--- src/rtl/loctag_mac_sched_if.sv ---
`default_nettype none
// ============================================================================
// Module   : loctag_mac_sched_if
// Brief    : Handshake bundle between the reader front-end/modulator and the
//            LocTag slotted-ALOHA MAC scheduler.
// Revision : 1.0 - initial release
// ============================================================================
interface loctag_mac_sched_if;
    logic       frame_start;
    logic [2:0] q_in;
    logic       slot_tick;
    logic       reply_done;
    logic       ack;
    logic       rearm;
    logic       tx_grant;
    logic       acked;
    logic [7:0] slot_cnt;
    logic [7:0] collision_cnt;
    logic [2:0] state_o;

    modport master (
        output frame_start, q_in, slot_tick, reply_done, ack, rearm,
        input  tx_grant, acked, slot_cnt, collision_cnt, state_o
    );

    modport slave (
        input  frame_start, q_in, slot_tick, reply_done, ack, rearm,
        output tx_grant, acked, slot_cnt, collision_cnt, state_o
    );
endinterface
`default_nettype wire

--- src/rtl/loctag_mac_sched.sv ---
`default_nettype none
// ============================================================================
// Module   : loctag_mac_sched
// Brief    : Framed slotted-ALOHA scheduler; picks the reply slot from an LFSR
//            and grants the modulator, re-drawing after a lost acknowledgement.
// Revision : 1.0 - initial release
// ============================================================================
module loctag_mac_sched #(
    parameter int          Q_MAX          = 4,
    parameter int          CLK_PER_US     = 50,
    parameter int          ACK_TIMEOUT_US = 200,
    parameter logic [15:0] LFSR_SEED      = 16'hACE1
) (
    input  logic              clk,
    input  logic              reset,
    loctag_mac_sched_if.slave mac
);

    localparam int          c_timeout_cyc = ACK_TIMEOUT_US * CLK_PER_US;
    localparam int          c_tmr_w       = (c_timeout_cyc < 2) ? 1 : $clog2(c_timeout_cyc + 1);
    localparam logic [c_tmr_w-1:0] c_tmr_last = c_tmr_w'(c_timeout_cyc - 1);
    localparam logic [c_tmr_w-1:0] c_tmr_max  = '1;
    localparam logic [2:0]  c_q_max       = (Q_MAX > 7) ? 3'd7 : 3'(Q_MAX);
    localparam logic [15:0] c_seed        = (LFSR_SEED == 16'h0000) ? 16'h0001 : LFSR_SEED;
    localparam logic [15:0] c_lfsr_taps   = 16'hB400;

    typedef enum logic [2:0] {
        S_IDLE     = 3'd0,
        S_ARB      = 3'd1,
        S_REPLY    = 3'd2,
        S_WAIT_ACK = 3'd3,
        S_ACKED    = 3'd4
    } state_t;

    state_t               r_state;
    logic [15:0]          r_lfsr;
    logic [2:0]           r_q;
    logic [7:0]           r_slot_cnt;
    logic [7:0]           r_coll;
    logic [c_tmr_w-1:0]   r_timer;
    logic                 r_tx_grant;
    logic                 r_acked;

    state_t               w_state_nxt;
    logic [7:0]           w_slot_nxt;
    logic [7:0]           w_coll_nxt;
    logic [2:0]           w_q_nxt;
    logic [c_tmr_w-1:0]   w_timer_nxt;
    logic [15:0]          w_lfsr_nxt;
    logic [2:0]           w_q_eff;
    logic [7:0]           w_draw_new;
    logic [7:0]           w_draw_old;
    logic [7:0]           w_draw;
    logic                 w_do_draw;
    logic                 w_fs_ok;
    logic                 w_timeout;

    function automatic logic [7:0] f_mask(input logic [2:0] q);
        return ~(8'hFF << q);
    endfunction

    assign w_q_eff    = (mac.q_in > c_q_max) ? c_q_max : mac.q_in;
    assign w_draw_new = r_lfsr[7:0] & f_mask(w_q_eff);
    assign w_draw_old = r_lfsr[7:0] & f_mask(r_q);
    assign w_lfsr_nxt = r_lfsr[0] ? ((r_lfsr >> 1) ^ c_lfsr_taps) : (r_lfsr >> 1);
    assign w_timeout  = (r_state == S_WAIT_ACK) && (r_timer == c_tmr_last);
    assign w_fs_ok    = mac.frame_start &&
                        (r_state inside {S_IDLE, S_ARB, S_REPLY, S_WAIT_ACK});

    always_comb begin
        w_state_nxt = r_state;
        w_slot_nxt  = r_slot_cnt;
        w_coll_nxt  = r_coll;
        w_q_nxt     = r_q;
        w_do_draw   = 1'b0;
        w_draw      = w_draw_old;

        // A new frame overrides everything except ACKED; it also aborts a grant.
        if (w_fs_ok) begin
            w_q_nxt   = w_q_eff;
            w_draw    = w_draw_new;
            w_do_draw = 1'b1;
        end else begin
            case (r_state)
                S_IDLE: ;
                S_ARB: begin
                    if (mac.slot_tick) begin
                        w_slot_nxt = r_slot_cnt - 8'd1;
                        if (r_slot_cnt == 8'd1) begin
                            w_state_nxt = S_REPLY;
                        end
                    end
                end
                S_REPLY: begin
                    if (mac.reply_done || mac.slot_tick) begin
                        w_state_nxt = S_WAIT_ACK;
                    end
                end
                S_WAIT_ACK: begin
                    if (mac.ack) begin
                        w_state_nxt = S_ACKED;
                    end else if (mac.slot_tick || w_timeout) begin
                        if (r_coll != 8'hFF) begin
                            w_coll_nxt = r_coll + 8'd1;
                        end
                        w_do_draw = 1'b1;
                    end
                end
                S_ACKED: begin
                    if (mac.rearm) begin
                        w_state_nxt = S_IDLE;
                        w_slot_nxt  = 8'd0;
                        w_coll_nxt  = 8'd0;
                        w_q_nxt     = 3'd0;
                    end
                end
                default: w_state_nxt = S_IDLE;
            endcase
        end

        if (w_do_draw) begin
            if (w_draw == 8'd0) begin
                w_state_nxt = S_REPLY;
                w_slot_nxt  = 8'd0;
            end else begin
                w_state_nxt = S_ARB;
                w_slot_nxt  = w_draw;
            end
        end
    end

    // Timer restarts whenever WAIT_ACK is entered and saturates rather than wraps.
    always_comb begin
        w_timer_nxt = '0;
        if ((r_state == S_WAIT_ACK) && (w_state_nxt == S_WAIT_ACK)) begin
            w_timer_nxt = (r_timer == c_tmr_max) ? r_timer : r_timer + 1'b1;
        end
    end

    always_ff @(posedge clk) begin
        if (reset) begin
            r_state    <= S_IDLE;
            r_lfsr     <= c_seed;
            r_q        <= 3'd0;
            r_slot_cnt <= 8'd0;
            r_coll     <= 8'd0;
            r_timer    <= '0;
            r_tx_grant <= 1'b0;
            r_acked    <= 1'b0;
        end else begin
            r_state    <= w_state_nxt;
            r_lfsr     <= w_lfsr_nxt;
            r_q        <= w_q_nxt;
            r_slot_cnt <= w_slot_nxt;
            r_coll     <= w_coll_nxt;
            r_timer    <= w_timer_nxt;
            r_tx_grant <= (w_state_nxt == S_REPLY);
            r_acked    <= (w_state_nxt == S_ACKED);
        end
    end

    assign mac.tx_grant      = r_tx_grant;
    assign mac.acked         = r_acked;
    assign mac.slot_cnt      = r_slot_cnt;
    assign mac.collision_cnt = r_coll;
    assign mac.state_o       = r_state;

endmodule
`default_nettype wire

--- src/flat_wrapper.sv ---
// flat-port wrapper written by rule: the top's interface ports become plain ports
module loctag_mac_sched_flat 
#(
    parameter int          Q_MAX          = 4,
    parameter int          CLK_PER_US     = 50,
    parameter int          ACK_TIMEOUT_US = 200,
    parameter logic [15:0] LFSR_SEED      = 16'hACE1
)
  (clk, reset, mac_frame_start, mac_q_in, mac_slot_tick, mac_reply_done, mac_ack, mac_rearm, mac_tx_grant, mac_acked, mac_slot_cnt, mac_collision_cnt, mac_state_o);
  loctag_mac_sched_if mac_i ();
  input  logic clk;
  input  logic reset;
  input wire logic [$bits(mac_i.frame_start)-1:0] mac_frame_start;
  input wire logic [$bits(mac_i.q_in)-1:0] mac_q_in;
  input wire logic [$bits(mac_i.slot_tick)-1:0] mac_slot_tick;
  input wire logic [$bits(mac_i.reply_done)-1:0] mac_reply_done;
  input wire logic [$bits(mac_i.ack)-1:0] mac_ack;
  input wire logic [$bits(mac_i.rearm)-1:0] mac_rearm;
  output wire logic [$bits(mac_i.tx_grant)-1:0] mac_tx_grant;
  output wire logic [$bits(mac_i.acked)-1:0] mac_acked;
  output wire logic [$bits(mac_i.slot_cnt)-1:0] mac_slot_cnt;
  output wire logic [$bits(mac_i.collision_cnt)-1:0] mac_collision_cnt;
  output wire logic [$bits(mac_i.state_o)-1:0] mac_state_o;
  assign mac_i.frame_start = mac_frame_start;
  assign mac_i.q_in = mac_q_in;
  assign mac_i.slot_tick = mac_slot_tick;
  assign mac_i.reply_done = mac_reply_done;
  assign mac_i.ack = mac_ack;
  assign mac_i.rearm = mac_rearm;
  assign mac_tx_grant = mac_i.tx_grant;
  assign mac_acked = mac_i.acked;
  assign mac_slot_cnt = mac_i.slot_cnt;
  assign mac_collision_cnt = mac_i.collision_cnt;
  assign mac_state_o = mac_i.state_o;
  loctag_mac_sched #(.Q_MAX(Q_MAX), .CLK_PER_US(CLK_PER_US), .ACK_TIMEOUT_US(ACK_TIMEOUT_US), .LFSR_SEED(LFSR_SEED)) u_core (.clk(clk), .reset(reset), .mac(mac_i));
endmodule
--- config.mk ---
export PLATFORM = sky130hd
export DESIGN_NAME = loctag_mac_sched_flat
export DESIGN_NICKNAME = d
export VERILOG_FILES = /design/src/rtl/loctag_mac_sched_if.sv /design/src/rtl/loctag_mac_sched.sv /design/src/flat_wrapper.sv
export SDC_FILE = /design/constraint.sdc
export NUM_CORES = 1
export LEC_CHECK = 0
export ABC_AREA = 1
export CAP_MARGIN = 20
export CORE_MARGIN = 1.5
export CORE_UTILIZATION = 56
export CTS_CLUSTER_SIZE = 24
export DETAILED_ROUTE_END_ITERATION = 8
export GPL_TIMING_DRIVEN = 1
export PLACE_DENSITY = 0.79
export SETUP_SLACK_MARGIN = 0.15
export SKIP_CTS_REPAIR_TIMING = 1
export SYNTH_ARGS = -nofsm -noshare
export SYNTH_HDL_FRONTEND = slang
export SYNTH_SLANG_ARGS = --single-unit
--- constraint.sdc ---
create_clock -name clk -period 1.85 [get_ports clk]
set_input_delay 0.185 -clock clk [delete_from_list [all_inputs] [get_ports clk]]
set_output_delay 0.185 -clock clk [all_outputs]
set_load 0.02 [all_outputs]
# Yosys cells after proc, flatten, opt, wreduce, memory -nomap -nowiden
# Index checks and enable logic that the tools add are counted.
totals:
  regBits: 54
  word_cells: 84
op_classes:
  n_addsub: 3
  n_lt_le_gt_ge: 1
  eq_ne: 18
  n_shift: 2
  muxes: 29
  bitwise_logic: 7
  reduce_logical: 16
ops:
  columns: ["operator", "n"]
  rows:
  - ["$mux W8", 9]
  - ["$mux W3", 11]
  - ["$pmux W8 S2", 2]
  - ["$eq A14 B14 Y1 const B", 2]
  - ["$and A8 B8 Y8", 2]
  - ["$mux W16", 1]
  - ["$not A8 Y8", 2]
  - ["$shl A8 B3 Y8 const A", 2]
  - ["$pmux W3 S5", 1]
  - ["$add A14 B1 Y14 const B", 1]
  - ["$eq A3 B2 Y1 const B", 4]
  - ["$add A8 B1 Y8 const B", 1]
  - ["$eq A8 B1 Y1 const B", 1]
  - ["$logic_not A8 Y1", 1]
  - ["$ne A2 B2 Y1 const B", 4]
  - ["$ne A8 B8 Y1 const B", 1]
  - ["$sub A8 B1 Y8 const B", 1]
  - ["$eq A3 B3 Y1 const B", 2]
  - ["$ne A3 B2 Y1 const B", 2]
  - ["$reduce_and A6 Y1", 1]
  - ["$reduce_bool A2 Y1", 3]
  - ["$mux W1", 4]
  - ["$not A3 Y4", 1]
  - ["$reduce_and A4 Y1", 1]
  - ["other kinds (12)", 16]

# Depth between registers and ports, before layout
depth:
  ltp_word: 13
  mapped_depth: 12
  depth_no_buf: 12

# Least setup slack after synthesis
# OpenSTA, ideal clock, no wires.
synth_path:
  path_kind: "register -> register"
  from: "reg u_core.r_coll[0], in the netlist u_core.mac.collision_cnt[0]"
  to: "reg u_core.r_coll[6], in the netlist u_core.mac.collision_cnt[6]"
  t_arrival_ns: 1.476
  t_required_ns: 1.718
  setup_slack_ns: 0.242
  path_stages_with_launch: 11
  synth_period_minus_slack_ns: 1.608
  cell_sequence: "dfxtp_1 > ha_1 > nand4_1 > nor2_1 > nand2_1 > nand2_1 > nand2_1 > nand2_4 > clkinv_2 > nand2_1 > a21oi_1"
synth_via:
  elab_chain_cells: 5
  word_cells_on_any_way: 8
synth_lines:
  columns: ["item", "line_no", "text"]
  rows:
  - ["start, declared", "loctag_mac_sched.sv:39", "logic [7:0] r_coll;"]
  - ["start signal, assigned", "loctag_mac_sched.sv:155", "r_coll <= w_coll_nxt;"]
  - ["$add A8 B1 Y8", "loctag_mac_sched.sv:104", "w_coll_nxt = r_coll + 8'd1;"]
  - ["$mux W8", "loctag_mac_sched.sv:103", "if (r_coll != 8'hFF) begin"]
  - ["$mux W8", "loctag_mac_sched.sv:102", "end else if (mac.slot_tick || w_timeout) begin"]
  - ["$mux W8", "loctag_mac_sched.sv:100", "if (mac.ack) begin"]
  - ["$pmux W8 S2", "loctag_mac_sched.sv:84", "case (r_state)"]
# Several ways; a longest one is shown, not always the timed one. The select of a mux whose other input is x is not followed.
# A chain may end at the register's enable or synchronous reset.

# Final worst setup path
layout_path:
  from: "reg u_core.r_timer[1]"
  to: "reg u_core.r_timer[7]"
layout_via:
  elab_chain_cells: 12
  word_cells_on_any_way: 14
layout_lines:
  columns: ["item", "line_no", "text"]
  rows:
  - ["start, declared", "loctag_mac_sched.sv:40", "logic [c_tmr_w-1:0] r_timer;"]
  - ["start signal, assigned", "loctag_mac_sched.sv:156", "r_timer <= w_timer_nxt;"]
  - ["$eq A14 B14 Y1", "loctag_mac_sched.sv:66", "assign w_timeout = (r_state == S_WAIT_ACK) && (r_timer == c_tmr_last);"]
  - ["$logic_and A1 B1 Y1", "loctag_mac_sched.sv:66", null]
  - ["$logic_or A1 B1 Y1", "loctag_mac_sched.sv:102", null]
  - ["$mux W1", "loctag_mac_sched.sv:102", null]
  - ["$mux W1", "loctag_mac_sched.sv:100", null]
  - ["$mux W1", "loctag_mac_sched.sv:84", null]
  - ["$mux W1", "loctag_mac_sched.sv:79", "if (w_fs_ok) begin"]
  - ["$mux W3", "loctag_mac_sched.sv:121", "if (w_do_draw) begin"]
  - ["$eq A3 B2 Y1", "loctag_mac_sched.sv:135", "if ((r_state == S_WAIT_ACK) && (w_state_nxt == S_WAIT_ACK)) begin"]
  - ["$logic_and A1 B1 Y1", "loctag_mac_sched.sv:135", null]
  - ["$not A1 Y1 (no source line)", null, null]
  - ["$reduce_or A2 Y1 (no source line)", null, null]
# Several ways; a longest one is shown, not always the timed one.

==> results.md <==
- Status: finished, final reports clean
- Share of cells above drive strength 1: a little under a fifth
- Fmax: 579.3 MHz
- Final nets: 460
- Die height: roughly 74 um
- Ys flop type: dfxtp_1
- Core Rows: 25
- Number of synthesized register bits: 54
- Period minus WS final: 1726 ps
- Via count: about 2700
- Final hold violations: 0
- Number of diodes: 0
- Root buffer cell: clkbuf_8
- First-pass GRT wire length: between 10000 and 15000 um
- Worst Tran Pin Value: approximately 470 ps
- CTS max path bufs: 2
- Crit-path most repeated cell: nor3_4
- I/O pins: 31
- Routed len/inst: about 13 um
- Hold WC Path Type: reg -> reg
- Crit path buffers/inverters: 2
- Clock-pin slew on the worst setup and hold paths: about 100 ps
- Area leader, netlist: dfxtp_1
- Max stage delay on crit path: between 300 and 400 ps
- DR pass1 iterations: 4
- Worst-path cell chain: ha_4 > nand3_4 > nor3_4 > nand2_2 > nor3_4 > buf_4 > buf_6 > nor2_1 > nor2_2
- Total CTS buffers: 5
- Die area: 5501 um2
- Kind of critical path: reg -> reg
- Power Density: approximately 640 nW/um2
- CP top delay family: simple AND/OR/NAND/NOR gates
- Grt ovf: 0
- Synth Cell Area: about 2800 um2
- DRC violations left: 0
- Asr flop ratio synth: 0%
- Vias/cell: roughly 5.2
- Critical Path Fanout Max: 4
- Average cell area after synthesis: 7.109 um2
- Fin crit share: between 90 and 100%
- CTS tree: done
- RSZ-0062 raised after global routing: true
- Vias in the first global route: 2400
- Slew Viols, Final: 0
- Total number of yosys warnings: 0
- Arr. time, crit path: 1960 ps
- Synthesis-to-layout area growth: 23.64%
- Yosys top cell area share: a little under two fifths
- GRT Resource Usage Total: 24.67%
- Largest net degree at the start of global routing: 20
- Synth area leaders: dfxtp_1 (38%), nand2_1 (10%), nor2_1 (8.7%)
- Post-synth EDFFs: 0
- CP Capture Type: register
- P_leak: 1.555 nW
- Initial Utilization: 59.27%
- Worst EP required: around 2100 ps
- Initial antenna violation count: 0
- I/O Buffers: 30
- Antenna-violating nets left: 0
- Final setup vio count: 0
- Die width: approximately 74 um
- Sequential share of the synthesized area: a little under two fifths
- Total Neg Setup Slack: 0 ps
- Core Area: 4786 um2
- R2R setup slack: about 120 ps
- Synth top cells by count: nand2_1 (79), nor2_1 (66), dfxtp_1 (54)
- H-Tree Depth: 2
- CP max stage cell: dfxtp_4
- Peak VDD IR: roughly 590 uV
- Post-DP HPWL: roughly 4800 um
- Post-Syn Nets: 413
- Distinct cells, synth: 33
- Final wirelength: roughly 6700 um
- Num Clock Sinks: 54
- Count leader, synth: nand2_1
- Critical path launch point type: register
- Core Util, Final: about three quarters
- Slew HR: between 60% and 70%
- Max cap viols: 0
- Gate Count Post-Synth: ~400
- Initial DRC count: 139
- Worst skew pair latency: 310 ps
- Worst Skew: approximately 13 ps
- Placer Congestion: ~0.95
[layer usage]
layer	part of all wire [%]	track usage (%)	vias to the layer above
li1	-	-	1365
met1	45	31.93	1239
met2	50	40.87	68
met3	3.6	5.285	6
met4	0.88	8.230	0
met5	0	0	-
[cells by family (layout without fill, tap and decap cells)]
logic type                 after synthesis  in the layout  share of synthesized area (%)
AOI/OAI and AO/OA                       34             34                          6.573
DFF                                     54             54                          38.11
and+or+nand+nor                        224            227                          37.45
buffers and inverters                   61            106                          9.307
adders and majority gates                4              4                          1.765
xor gates and xnor gates                22             22                          6.793
[final cells by class]
type,count,area [um2]
multi-input combinational,287,1598
inverter,50,188.9
clock inverter,2,17.52
sequential,54,1094
timing repair buffer,48,442.9
tap,67,83.83
clock buffer,6,82.58
fill,388,1279
[placed cells by master, fill, tap and decap left out, types with 2 or more instances in the layout]
cell type | Yosys | routed
nand3_1 | 16 | 16
clkdlybuf4s50_1 | 0 | 30
inv_1 | 46 | 46
nand4_4 | 1 | 2
o21ai_0 | 9 | 7
buf_6 | 4 | 2
nand2_4 | 3 | 4
a21oi_1 | 16 | 16
o21bai_1 | 2 | 2
buf_4 | 1 | 16
nand4_1 | 16 | 16
nor2_2 | 11 | 15
nor4_1 | 2 | 2
dfxtp_2 | 0 | 7
xor2_1 | 15 | 15
clkinv_4 | 0 | 2
nor3_4 | 1 | 2
o21ai_1 | 4 | 5
nor2_1 | 66 | 61
inv_2 | 3 | 3
clkbuf_8 | 0 | 6
or2_2 | 7 | 7
xnor2_1 | 7 | 6
dfxtp_1 | 54 | 46
nand2_1 | 79 | 78
and3_1 | 3 | 3
ha_1 | 4 | 2
nor3_1 | 10 | 10
nand2_2 | 4 | 6
[through the flow]
step | power (mW) | instance area, um2 | worst slack, ps | std cells | hold WS [ps]
3_3_place_gp | 1.569 | 3236 | 77.44 | 497 | 390.8
2_1_floorplan | 1.470 | 2836 | 241.6 | 399 | 302.3
4_1_cts | 2.253 | 3336 | 47.69 | 505 | 416.3
5_1_grt | 2.380 | 3507 | 30.38 | 514 | 425.3
6_report | 2.261 | 3507 | 123.9 | 514 | 415.2
3_5_place_dp | 1.578 | 3236 | 49.80 | 497 | 396.3
[path summary, 6_finish.rpt]
check,start,endpoint,cells past startpoint
min,u_core.r_lfsr[9],u_core.r_lfsr[8],2
max,u_core.r_timer[1],u_core.r_timer[7],9
max reg2reg,u_core.r_timer[1],u_core.r_timer[7],9
min reg2reg,u_core.r_lfsr[9],u_core.r_lfsr[8],2
[worst register-to-register path: stages (launching register included)]
cell	delay, ps
dfxtp_4	390
ha_4	160
nand3_4	100
nor3_4	250
nand2_2	110
nor3_4	230
buf_4	160
buf_6	100
nor2_1	40
nor2_2	110
[state kept, by name (all words and copies together) (netlist names)]
| signal | count |
|---|---|
| u_core.mac.acked | 1 |
| u_core.mac.collision_cnt | 8 |
| u_core.mac.slot_cnt | 8 |
| u_core.mac.state_o | 3 |
| u_core.mac.tx_grant | 1 |
| u_core.r_lfsr | 16 |
| u_core.r_q | 3 |
| u_core.r_timer | 14 |
[power by group]
group / leakage, nW / switching, mW / internal [mW]
combinational: 1.06 / 0.199 / 0.136
sequential: 0.445 / 0.0316 / 1.20
clock: 0.0514 / 0.382 / 0.309
Note: power is estimated with default switching activity, not from simulation.
